--- src/rtl/q4_enc_pkg.sv ---
// Shared types, constants and word-formation helpers for the Q4 stimulus encoder.
package q4_enc_pkg;

    localparam int unsigned WORD_W = 8;
    localparam int unsigned LFSR_W = 8;
    localparam int unsigned CNT_W  = 4;

    localparam logic [LFSR_W-1:0] LFSR_SEED          = 8'h01;
    localparam logic [LFSR_W-1:0] LFSR_TAPS          = 8'hB8;  // bits 7,5,4,3
    localparam logic [3:0]        MID_DEFAULT_NIBBLE = 4'b0001;

    typedef enum logic [1:0] {
        MODE_LOW  = 2'b00,
        MODE_MID  = 2'b01,
        MODE_HIGH = 2'b10,
        MODE_RSVD = 2'b11
    } mode_e;

    typedef enum logic {
        ST_IDLE = 1'b0,
        ST_EMIT = 1'b1
    } state_e;

    // An all-zero fill yields the fixed-filler words (MID nibble falls back to the default).
    function automatic logic [WORD_W-1:0] form_word(mode_e mode, logic [1:0] data,
                                                    logic [LFSR_W-1:0] fill);
        logic [3:0]        nib;
        logic [WORD_W-1:0] w;
        nib = fill[3:0];
        if (nib == 4'h0)
            nib = MID_DEFAULT_NIBBLE;
        else if (nib == 4'hF)
            nib = 4'hE;
        case (mode)
            MODE_LOW:  w = {4'h0, fill[5:4], data};
            MODE_MID:  w = {nib, fill[7], data[0], fill[5:4]};
            MODE_HIGH: w = {4'hF, data[0], fill[6:4]};
            default:   w = '0;
        endcase
        return w;
    endfunction

    function automatic logic [WORD_W-1:0] form_expect(mode_e mode, logic [1:0] data);
        logic [WORD_W-1:0] e;
        if (mode == MODE_LOW)
            e = {6'b0, data};
        else
            e = {7'b0, data[0]};
        return e;
    endfunction

endpackage

--- src/rtl/q4_enc_lfsr.sv ---
// 8-bit Fibonacci LFSR (x^8+x^6+x^5+x^4+1) that advances only on step.
module q4_enc_lfsr
    import q4_enc_pkg::*;
(
    input  logic              clk,
    input  logic              clear,
    input  logic              step,
    output logic [LFSR_W-1:0] value
);

    always_ff @(posedge clk or posedge clear) begin
        if (clear)
            value <= LFSR_SEED;
        else if (step)
            value <= {value[LFSR_W-2:0], ^(value & LFSR_TAPS)};
    end

endmodule

--- src/rtl/q4_stim_encoder.sv ---
// Turns selector-path requests into 8-bit selector input words plus predicted outputs.
// Q4_ENC_LFSR_FILL_EN: when defined, filler bits are sourced from q4_enc_lfsr; otherwise zero.
module q4_stim_encoder
    import q4_enc_pkg::*;
(
    input  logic              clk,
    input  logic              clear,
    input  logic              req_valid,
    output logic              req_ready,
    input  logic [1:0]        req_mode,
    input  logic [1:0]        req_data,
    input  logic [CNT_W-1:0]  req_count,
    output logic              enc_valid,
    input  logic              out_ready,
    output logic [WORD_W-1:0] enc_word,
    output logic [WORD_W-1:0] enc_expect,
    output logic              cmd_err
);

    state_e             state_q, state_d;
    mode_e              mode_q, mode_d, ld_mode;
    logic [1:0]         data_q, data_d, ld_data;
    logic [CNT_W-1:0]   remaining_q, remaining_d;
    logic               valid_d, err_d, load;
    logic [WORD_W-1:0]  word_d, expect_d;
    logic [LFSR_W-1:0]  fill;

`ifdef Q4_ENC_LFSR_FILL_EN
    q4_enc_lfsr u_lfsr (
        .clk   (clk),
        .clear (clear),
        .step  (load),
        .value (fill)
    );
`else
    assign fill = '0;
`endif

    assign req_ready = (state_q == ST_IDLE);

    always_ff @(posedge clk or posedge clear) begin
        if (clear) begin
            state_q     <= ST_IDLE;
            mode_q      <= MODE_LOW;
            data_q      <= '0;
            remaining_q <= '0;
            enc_valid   <= 1'b0;
            enc_word    <= '0;
            enc_expect  <= '0;
            cmd_err     <= 1'b0;
        end else begin
            state_q     <= state_d;
            mode_q      <= mode_d;
            data_q      <= data_d;
            remaining_q <= remaining_d;
            enc_valid   <= valid_d;
            enc_word    <= word_d;
            enc_expect  <= expect_d;
            cmd_err     <= err_d;
        end
    end

    // Next-state and datapath; a word is loaded from the request on accept, else from the latch.
    always_comb begin
        state_d     = state_q;
        mode_d      = mode_q;
        data_d      = data_q;
        remaining_d = remaining_q;
        valid_d     = enc_valid;
        word_d      = enc_word;
        expect_d    = enc_expect;
        err_d       = 1'b0;
        load        = 1'b0;
        ld_mode     = mode_q;
        ld_data     = data_q;

        case (state_q)
            ST_IDLE: begin
                if (req_valid) begin
                    if (mode_e'(req_mode) == MODE_RSVD) begin
                        err_d = 1'b1;
                    end else begin
                        load        = 1'b1;
                        ld_mode     = mode_e'(req_mode);
                        ld_data     = req_data;
                        mode_d      = mode_e'(req_mode);
                        data_d      = req_data;
                        remaining_d = req_count;
                        valid_d     = 1'b1;
                        state_d     = ST_EMIT;
                    end
                end
            end
            ST_EMIT: begin
                if (enc_valid && out_ready) begin
                    if (remaining_q != '0) begin
                        load        = 1'b1;
                        remaining_d = remaining_q - CNT_W'(1);
                    end else begin
                        valid_d = 1'b0;
                        state_d = ST_IDLE;
                    end
                end
            end
        endcase

        if (load) begin
            word_d   = form_word(ld_mode, ld_data, fill);
            expect_d = form_expect(ld_mode, ld_data);
        end
    end

endmodule
--- config.mk ---
export PLATFORM = sky130hd
export DESIGN_NAME = q4_stim_encoder
export DESIGN_NICKNAME = d
export VERILOG_FILES = /design/src/rtl/q4_enc_pkg.sv /design/src/rtl/q4_enc_lfsr.sv /design/src/rtl/q4_stim_encoder.sv
export SDC_FILE = /design/constraint.sdc
export NUM_CORES = 1
export LEC_CHECK = 0
export CORE_MARGIN = 8
export CORE_UTILIZATION = 30
export DETAILED_ROUTE_END_ITERATION = 10
export PLACE_DENSITY_LB_ADDON = 0.1
export SKIP_LAST_GASP = 1
export SYNTH_ARGS = -nofsm -noshare
export SYNTH_HDL_FRONTEND = slang
export SYNTH_HIERARCHICAL = 1
export SYNTH_SLANG_ARGS = --single-unit
--- constraint.sdc ---
create_clock -name clk -period 2.6 [get_ports clk]
set_input_delay 0.39 -clock clk [delete_from_list [all_inputs] [get_ports clk]]
set_output_delay 0.39 -clock clk [all_outputs]
set_load 0.02 [all_outputs]
==> load_flow_metrics.sql <==
INSERT INTO impl_metrics (metric_group, metric, value, unit) VALUES
('global_route', 'total_overflow_reported_by_the_global_router', '0', ''),
('floorplanning', 'num_rows', '23', ''),
('setup_path', 'max_stage_delay_cell_worst_path', 'sky130_fd_sc_hd__clkdlybuf4s50_1', ''),
('floorplanning', 'design.core.area', '0.00394', 'mm^2'),
('sta', 'final-max-slew-violation-count', '0', ''),
('place', 'dpl-instance-area', '0.00147', 'mm^2'),
('synth', 'ys_ff_latch', '19', ''),
('cts', 'clkSlewWorstSetupHoldPaths', '0.08', 'ns'),
('pwr', 'power_density', '1100', 'mW/mm^2'),
('finish', 'stdcell_count', '193', ''),
('setup_path', 'worst-r2r-setup-slack', '0.55', 'ns'),
('place', 'finalWeightedCongestion', '0.767', ''),
('sta', 'timing_worst_slew_pin_value', '0.745', 'ns'),
('synth', 'syn_avg_cell_area', '10.2', 'um^2'),
('route', 'wirelength', '3.13', 'mm'),
('route', 'drt-initial-drc-count', '38', ''),
('setup_path', 'start_kind', 'input pin', ''),
('global_route', 'global_route_wire_length_before_repair', '5.20', 'mm'),
('place', 'placed_cells', '189', ''),
('global_route', 'grt_max_degree', '20', ''),
('cts', 'h-tree-depth', '1', ''),
('floorplanning', 'initial_utilization', '30.8', '%'),
('floorplanning', 'die_area', '0.00635', 'mm^2'),
('place', 'place.port_buffers', '24', ''),
('sta', 'holdWs', '0.515', 'ns'),
('setup_path', 'timing.reg2reg.worst_path_depth', '7', ''),
('finish', 'nets', '161', ''),
('synth', 'post_synth_num_cell_types', '41', ''),
('cts', 'cts_buffer_depth', '2', ''),
('finish', 'multi_input_comb_area', '617', 'um^2'),
('job', 'max_cap_violations', '0', ''),
('floorplanning', 'ioPinCount', '31', ''),
('sta', 'maxClockFrequency', '468', 'MHz'),
('finish', 'most-common-layout-cells', '24 x sky130_fd_sc_hd__clkdlybuf4s50_1, 19 x sky130_fd_sc_hd__dfrtp_1, 11 x sky130_fd_sc_hd__inv_1, 6 x sky130_fd_sc_hd__conb_1', ''),
('finish', 'design_area', '0.00152', 'mm^2'),
('pwr', 'max-vdd-ir-drop', '0.000479', 'V'),
('setup_path', 'crit_required', '2.75', 'ns'),
('min_path', 'min-delay-path-class', 'reg -> reg', ''),
('min_path', 'min_to', 'enc_word[4]', ''),
('route', 'dr_total_vias', '983', ''),
('sta', 'slew-limit-headroom', '50.3', '%'),
('cts', 'cts_inserted_buffers', '3', ''),
('setup_path', 'worst-endpoint-arrival', '2.28', 'ns'),
('run_status', 'outcome', 'complete, no violations', ''),
('finish', 'ff_latch_area', '475', 'um^2'),
('finish', 'number_of_diodes_added_for_antenna_fixing', '0', ''),
('synth', 'synthArstFlopShare', '100', '%'),
('route', 'routedWlPerCell', '16.2', 'um'),
('min_path', 'hold_path_startpoint', 'enc_word[4]', ''),
('setup_path', 'r2r-end', 'enc_word[2]', ''),
('sta', 'total_negative_slack_for_setup_checks', '0', 'ns'),
('finish', 'filler_cell_count', '378', ''),
('setup_path', 'cpPeakStageDelay', '0.53', 'ns'),
('sta', 'hold_viol', '0', ''),
('cts', 'numClockSinks', '19', ''),
('cts', 'cts.root.buffer_cell', 'sky130_fd_sc_hd__clkbuf_8', ''),
('cts', 'cts_repair_resize_count', '0', ''),
('synth', 'number_of_enable_flip_flop_cells_after_synthesis', '0', ''),
('pwr', 'static-leakage-power', '0.000648', 'uW'),
('cts', 'tritoncts', 'built', ''),
('synth', 'synth_cells', '119', ''),
('synth', 'ys_dominant_reg_cell', 'sky130_fd_sc_hd__dfrtp_1', ''),
('cts', 'cts.hold.buffers_added', '0', ''),
('finish', 'area_delta_synth_final', '24.9', '%'),
('finish', 'finish.utilization', '38.5', '%'),
('route', 'firstDrtPassIters', '4', ''),
('route', 'drt.antenna.violating_nets', '0', ''),
('synth', 'synth-seq-area-share', '39.1', '%'),
('min_path', 'min_delay_path_depth', '1', ''),
('setup_path', 'critical_path.reg2reg.startpoint', 'state_q', ''),
('cts', 'post-cts-setup-buffer-count', '0', '');
[synth_stat cells (2+ instances only)]
cell type / count / area [um^2]
sky130_fd_sc_hd__inv_1: 11 / 41.3
sky130_fd_sc_hd__a21oi_1: 2 / 10.0
sky130_fd_sc_hd__nor3b_1: 2 / 15.0
sky130_fd_sc_hd__nand4_1: 5 / 31.3
sky130_fd_sc_hd__nand3_1: 5 / 25.0
sky130_fd_sc_hd__nor4_1: 2 / 12.5
sky130_fd_sc_hd__buf_2: 3 / 15.0
sky130_fd_sc_hd__ha_1: 5 / 62.6
sky130_fd_sc_hd__dfrtp_1: 19 / 475
sky130_fd_sc_hd__nor4b_1: 2 / 17.5
sky130_fd_sc_hd__a221o_2: 3 / 33.8
sky130_fd_sc_hd__o22ai_1: 2 / 12.5
sky130_fd_sc_hd__o221ai_1: 5 / 43.8
sky130_fd_sc_hd__nand3b_1: 2 / 15.0
sky130_fd_sc_hd__buf_4: 9 / 67.6
sky130_fd_sc_hd__a21o_1: 2 / 15.0
sky130_fd_sc_hd__o211ai_1: 3 / 22.5
sky130_fd_sc_hd__nor2b_1: 5 / 31.3
sky130_fd_sc_hd__mux2_2: 3 / 33.8
sky130_fd_sc_hd__nand2_1: 5 / 18.8
sky130_fd_sc_hd__nand2b_1: 2 / 12.5
sky130_fd_sc_hd__nor2_1: 3 / 11.3
[cells by family (layout without fill, tap and decap cells)]
group / count (synthesis) / after routing / share of synthesized area, %
AO/OA/AOI/OAI: 25 / 25 / 19.1
adder cells (fa/ha/maj): 5 / 5 / 5.14
buffers and inverters: 25 / 44 / 11.7
flip-flops: 19 / 19 / 39.1
multiplexers: 4 / 4 / 3.60
other: 1 / 6 / 0.308
AND/OR/NAND/NOR: 40 / 40 / 21.0
[metrics by stage]
stage               setup WS [ns]  total power, uW
global placement            0.240             1470
finish                      0.465             1670
floorplan                   0.687             1160
global route                0.305             1800
CTS                         0.479             1680
detailed placement          0.202             1470
[sequential cells by signal, summed over array words and instances (netlist names)]
signal	count
mode_q	2
state_q	1
enc_expect	2
data_q	2
enc_word	6
cmd_err	1
remaining_q	4
enc_valid	1
[cell type report]
class / count / share of cell area [%]
well taps: 50 / 4.12
clock buffers: 4 / 2.97
flip-flops and latches: 19 / 31.3
inverters: 11 / 2.72
multi-input cells: 80 / 40.6
repair buffers: 29 / 18.3
[metal layers]
layer	vias to the layer above	wire length [um]	share of wire [%]	track usage, %
met5	-	0	0	0
met4	0	44	1.4	4.07
met3	5	135	4.3	2.03
met2	24	1570	50	18.0
met1	481	1380	44	11.9
li1	473	-	-	-
[report_power, final]
group	total (uW)	switching, uW	internal [uW]
combinational	903	462	442
clock	215	106	109
sequential	551	126	425
[worst max-delay path: cells and delay by family]
family,cells,cell delay (ns)
AO/OA/AOI/OAI,2,0.52
buffers and inverters,2,0.64
AND/OR/NAND/NOR,3,0.53
adder cells (fa/ha/maj),1,0.21
[worst max-delay path by stage]
| stage | start | endpoint | slack, ns | cells past startpoint |
|---|---|---|---|---|
| global placement | req_mode[1] | enc_word[0] | 0.24 | 8 |
| CTS | req_valid | enc_word[0] | 0.48 | 8 |
| global route | req_valid | enc_word[0] | 0.31 | 8 |
| finish | req_valid | enc_word[0] | 0.47 | 8 |
| floorplan | state_q | enc_word[2] | 0.69 | 7 |
| detailed placement | req_valid | enc_word[0] | 0.20 | 8 |
No activity file was read; power rests on OpenSTA's default activity.
